$ cat src/rtl/addsub_bist.sv
// Built-in self test for the adder_subtractor: sweeps every {select,a,b}, checks r/cout/ovf.
// Each vector takes SETTLE+1 cycles. start is ignored while busy. No backpressure.
module addsub_bist #(
   parameter int WIDTH  = 4,
   parameter int SETTLE = 2,
   parameter int ERR_W  = 8
) (
   input  logic               clk,
   input  logic               rst_n,
   input  logic               start,
   output logic               select,
   output logic [WIDTH-1:0]   a,
   output logic [WIDTH-1:0]   b,
   input  logic [WIDTH-1:0]   r,
   input  logic               cout,
   input  logic               ovf,
   output logic               busy,
   output logic               done,
   output logic               pass,
   output logic [ERR_W-1:0]   err_count,
   output logic [2*WIDTH:0]   first_fail
);
   localparam int VW = 2*WIDTH + 1;
   localparam int CW = (SETTLE > 1) ? $clog2(SETTLE) : 1;

   typedef enum logic [1:0] {S_IDLE, S_WAIT, S_CHECK, S_DONE} state_t;

   state_t            state_q;
   logic [VW-1:0]     vec_q;
   logic [CW-1:0]     cnt_q;
   logic [ERR_W-1:0]  err_q;
   logic [ERR_W-1:0]  err_d;
   logic [VW-1:0]     ff_q;
   logic              busy_q;
   logic              done_q;
   logic              pass_q;

   logic              sel_w;
   logic [WIDTH-1:0]  a_w;
   logic [WIDTH-1:0]  b_w;
   logic [WIDTH-1:0]  b_eff;
   logic [WIDTH:0]    sum_w;
   logic              exp_ovf;
   logic              mismatch;

   assign sel_w = vec_q[2*WIDTH];
   assign a_w   = vec_q[2*WIDTH-1:WIDTH];
   assign b_w   = vec_q[WIDTH-1:0];

   // Reference: subtract is a + ~b + 1, so cout means "no borrow".
   always_comb begin
      b_eff    = sel_w ? ~b_w : b_w;
      sum_w    = {1'b0, a_w} + {1'b0, b_eff} + {{WIDTH{1'b0}}, sel_w};
      exp_ovf  = (a_w[WIDTH-1] == b_eff[WIDTH-1]) && (sum_w[WIDTH-1] != a_w[WIDTH-1]);
      mismatch = (r !== sum_w[WIDTH-1:0]) || (cout !== sum_w[WIDTH]) || (ovf !== exp_ovf);
      err_d    = (&err_q) ? err_q : err_q + 1'b1;
   end

   always_ff @(posedge clk or negedge rst_n) begin
      if (!rst_n) begin
         state_q <= S_IDLE;
         vec_q   <= '0;
         cnt_q   <= '0;
         err_q   <= '0;
         ff_q    <= '0;
         busy_q  <= 1'b0;
         done_q  <= 1'b0;
         pass_q  <= 1'b0;
      end else begin
         case (state_q)
            S_IDLE, S_DONE: begin
               if (start) begin
                  vec_q   <= '0;
                  err_q   <= '0;
                  ff_q    <= '0;
                  done_q  <= 1'b0;
                  pass_q  <= 1'b0;
                  busy_q  <= 1'b1;
                  cnt_q   <= CW'(SETTLE - 1);
                  state_q <= S_WAIT;
               end
            end
            S_WAIT: begin
               if (cnt_q == '0) state_q <= S_CHECK;
               else             cnt_q   <= cnt_q - 1'b1;
            end
            S_CHECK: begin
               if (mismatch) begin
                  err_q <= err_d;
                  if (err_q == '0) ff_q <= vec_q;
               end
               if (&vec_q) begin
                  busy_q  <= 1'b0;
                  done_q  <= 1'b1;
                  pass_q  <= (err_q == '0) && !mismatch;
                  state_q <= S_DONE;
               end else begin
                  vec_q   <= vec_q + 1'b1;
                  cnt_q   <= CW'(SETTLE - 1);
                  state_q <= S_WAIT;
               end
            end
            default: state_q <= S_IDLE;
         endcase
      end
   end

   assign select     = sel_w;
   assign a          = a_w;
   assign b          = b_w;
   assign busy       = busy_q;
   assign done       = done_q;
   assign pass       = pass_q;
   assign err_count  = err_q;
   assign first_fail = ff_q;
endmodule

$ cat config.mk
export PLATFORM = sky130hd
export DESIGN_NAME = addsub_bist
export DESIGN_NICKNAME = d
export VERILOG_FILES = /design/src/rtl/addsub_bist.sv
export SDC_FILE = /design/constraint.sdc
export NUM_CORES = 1
export LEC_CHECK = 0
export ABC_AREA = 1
export CAP_MARGIN = 0
export CELL_PAD_IN_SITES_DETAIL_PLACEMENT = 1
export CELL_PAD_IN_SITES_GLOBAL_PLACEMENT = 2
export CORE_ASPECT_RATIO = 0.5
export CORE_MARGIN = 2
export CORE_UTILIZATION = 30
export CTS_CLUSTER_DIAMETER = 150
export DETAILED_ROUTE_END_ITERATION = 10
export PLACE_DENSITY = 0.86
export SYNTH_ARGS = -nofsm -noshare
export SYNTH_HDL_FRONTEND = slang
export SYNTH_SLANG_ARGS = --single-unit
$ cat constraint.sdc
create_clock -name clk -period 3 [get_ports clk]
set_input_delay 0.3 -clock clk [delete_from_list [all_inputs] [get_ports clk]]
set_output_delay 0.3 -clock clk [all_outputs]
set_load 0.05 [all_outputs]
==> results of run 1 <==
==> cells in the final DEF (no fill, tap or decap), types with 5 or more instances in the layout <==
cell type and instances:
a21oi_1 14, buf_4 5, clkbuf_16 5, clkdlybuf4s50_1 37, dfrtp_1 32, ha_1 9, inv_1 46, nand2_1 83
nand2_2 5, nand3_1 15, nand4_1 17, nor2_1 14, nor3_1 7, o21ai_0 11
==> final cells by class <==
cell class	instances	area share [%]
sequential	32	28.9
clock buffer	7	5.50
multi-input combinational	200	39.0
tap	92	4.15
clock inverter	1	1.08
timing repair buffer	42	14.7
inverter	50	6.76
==> through the flow <==
stage	utilization [%]	hold WS, ps
after CTS	40.9	449
after floorplan	-	4.41
after detailed placement	38.2	457
after global routing	40.9	462
final	40.9	434
after global placement	38.2	456
==> sequential cells by signal (all words and copies together) (netlist names) <==
register    cells
pass            1
cnt_q           1
done            1
first_fail      9
vec_q           9
busy            1
err_count       8
state_q         2
==> worst max-delay path, delay by kind of cell, from the launching register on <==
kind / cells / cell delay [ps]
AOI/OAI and AO/OA: 2 / 210
xor gates and xnor gates: 1 / 310
adders and majority gates: 1 / 500
DFF: 1 / 520
and+or+nand+nor: 7 / 1020
==> path summary, 6_finish.rpt <==
path / slack [ps] / endpoint
max: 370 / err_count[6]$_DFFE_PN0P_
min: 430 / vec_q[8]$_DFFE_PN0P_
max reg2reg: 370 / err_count[6]$_DFFE_PN0P_
min reg2reg: 470 / first_fail[7]$_DFFE_PN0P_
max in group asynchronous: 2260 / first_fail[8]$_DFFE_PN0P_
min in group clk: 470 / first_fail[7]$_DFFE_PN0P_
==> power by group <==
part           internal (mW)  total (mW)  switching, mW
clock network          0.437       0.616          0.179
logic                  0.239       0.839          0.600
registers              0.484       0.539         0.0555
total                   1.16        1.99          0.835
==> kinds of logic (layout without fill, tap and decap cells) <==
group | count (synthesis) | count (layout) | synth area share (%)
DFF | 32 | 32 | 37.5
buffers and inverters | 58 | 100 | 11.9
muxes | 1 | 1 | 0.468
AOI/OAI and AO/OA | 30 | 30 | 7.38
and+or+nand+nor | 155 | 155 | 34.9
xor gates and xnor gates | 4 | 4 | 1.64
adders and majority gates | 10 | 10 | 6.21
==> metal layers <==
| metal | share of wire [%] | GRT usage [%] |
|---|---|---|
| met1 | 49 | 22.5 |
| met2 | 48 | 29.7 |
| met3 | 2.3 | 2.63 |
| met4 | 0.45 | 3.98 |
| met5 | 0 | 0 |
==> impl_metrics.py, run 1 <==
metrics = {
    "outcome": {
        "status": "finished, final reports clean",
    },
    "power": {
        "leakage_nw": 1.43,
        "power_mw": 1.99,
        "cellPowerDensity_nw_per_um2": 719,
        "peakVddDrop_mv": 0.304,
    },
    "yosys": {
        "synthCells": 290,
        "synth_top_cell_area_share_pct": 37.5,
        "synth_area_um2": 2140,
        "syn_area_per_cell_um2": 7.37,
        "synth_top_cell_by_area": "dfrtp_1",
        "dominantRegCellSynth": "dfrtp_1",
        "syn-num-nets": 309,
        "synth_most_common_cell": "nand2_1",
        "yosysWarningCount": 0,
        "yosysSeqAreaShare_pct": 37.5,
        "yosys-top-cells-area": "dfrtp_1 37%, nand2_1 15%, inv_1 8.1%",
        "synth_cell_types": 34,
        "ys_async_sr_fraction_pct": 100,
        "ys_seq_elements": 32,
        "synth_edf_count": 0,
        "synth_common_cells": "83 x nand2_1, 46 x inv_1, 32 x dfrtp_1, 17 x nand4_1, 15 x nand3_1",
    },
    "global_routing": {
        "grt.overflow.total": 0,
        "grt_max_degree": 33,
        "grt_pass1_wl_mm": 10.7,
        "antenna_found_initial": 0,
        "track_usage_pct": 17.2,
        "grt_pass1_vias": 2219,
    },
    "setup_path": {
        "cp_slowest_stage_delay_ps": 520,
        "reg2reg_from": "vec_q[8]$_DFFE_PN0P_",
        "critPathRequiredTime_ps": 3210,
        "worstPathArrival_ps": 2840,
        "cp_max_fo": 12,
        "ff2ff_path_depth": 11,
        "crit_type": "reg2reg",
        "critical_path.startpoint": "vec_q[8]$_DFFE_PN0P_",
        "crit_chain": "xnor2_1 > fa_1 > a21oi_2 > o21ai_1 > nor2_1 > nand3_1 > nor2_2 > nand2_2 > nand3_1 > nand2_1 > nand2_1",
        "cp-end-kind": "register",
        "slowest_stage": "dfrtp_1",
        "cp-start-kind": "register",
    },
    "placement": {
        "place_area_um2": 2590,
        "pre_cts_ws_ps": 361,
        "place_congestion": 0.811,
        "io_buffer_count": 37,
        "dp.cells": 416,
        "hpwlAfterDp_mm": 4.52,
    },
    "final_layout": {
        "finalNetCount": 350,
        "regArea_um2": 801,
        "area_delta_synth_final_pct": 29.9,
        "multi_input_area_um2": 1080,
        "num_antenna_cells": 0,
        "stdcell_count": 424,
        "fillers": 844,
        "drive_gt1_share_pct": 9.94,
        "final_area_um2": 2780,
    },
    "die": {
        "initial_core_util_pct": 31.5,
        "fp-row-count": 21,
        "die_area_um2": 7860,
        "die_h_um": 63.7,
        "die_width_um": 123,
        "boundaryPins": 38,
        "core_um2": 6780,
    },
    "clock_network": {
        "clk_pin_slew_ps": 50,
        "cts_buffers": 5,
        "cts_tree": "done",
        "hold_buffers": 0,
        "clock_latency_ps": 270,
        "cts_buffer_depth": 2,
        "ctsResizeCount": 0,
        "clock-sinks": 32,
        "cts_setup_buffers": 0,
        "root_buffer": "clkbuf_16",
        "htree_levels": 2,
    },
    "run": {
        "maxCapViolCount": 0,
    },
    "routing": {
        "first_pass_iters": 4,
        "viasPerCell": 4.81,
        "drc": 0,
        "wl_per_cell_um": 14.1,
        "drtIter0Drc": 86,
        "antenna_left": 0,
        "wl_mm": 5.98,
        "vias": 2039,
    },
    "timing": {
        "hold_viol_final": 0,
        "worst_slew_pin_slew_ps": 518,
        "period_share_pct": 87.7,
        "slew-limit-headroom_pct": 65.3,
        "fmax_mhz": 380,
        "rsz0062_at_grt": "false",
        "setup_slack_ps": 370,
        "tns_ps": 0,
        "layout_min_cycle_time_ps": 2630,
        "skew_ps": 3.09,
        "final_max_slew_viol_count": 0,
        "setup_viol": 0,
    },
    "hold_path": {
        "hold_class": "in2async",
    },
}
Power figures use the tool's default switching activity.
==> run 2, diff against run 1 <==
Settings changed: CAP_MARGIN 0 to not set.
==> results of run 2 <==
The final DEF is identical to that of run 1; final timing and power are the same.
==> run 3, diff against run 2 <==
Settings changed: CTS_CLUSTER_SIZE set to 14.
==> results of run 3 <==
The final DEF is identical to that of run 1; final timing and power are the same.
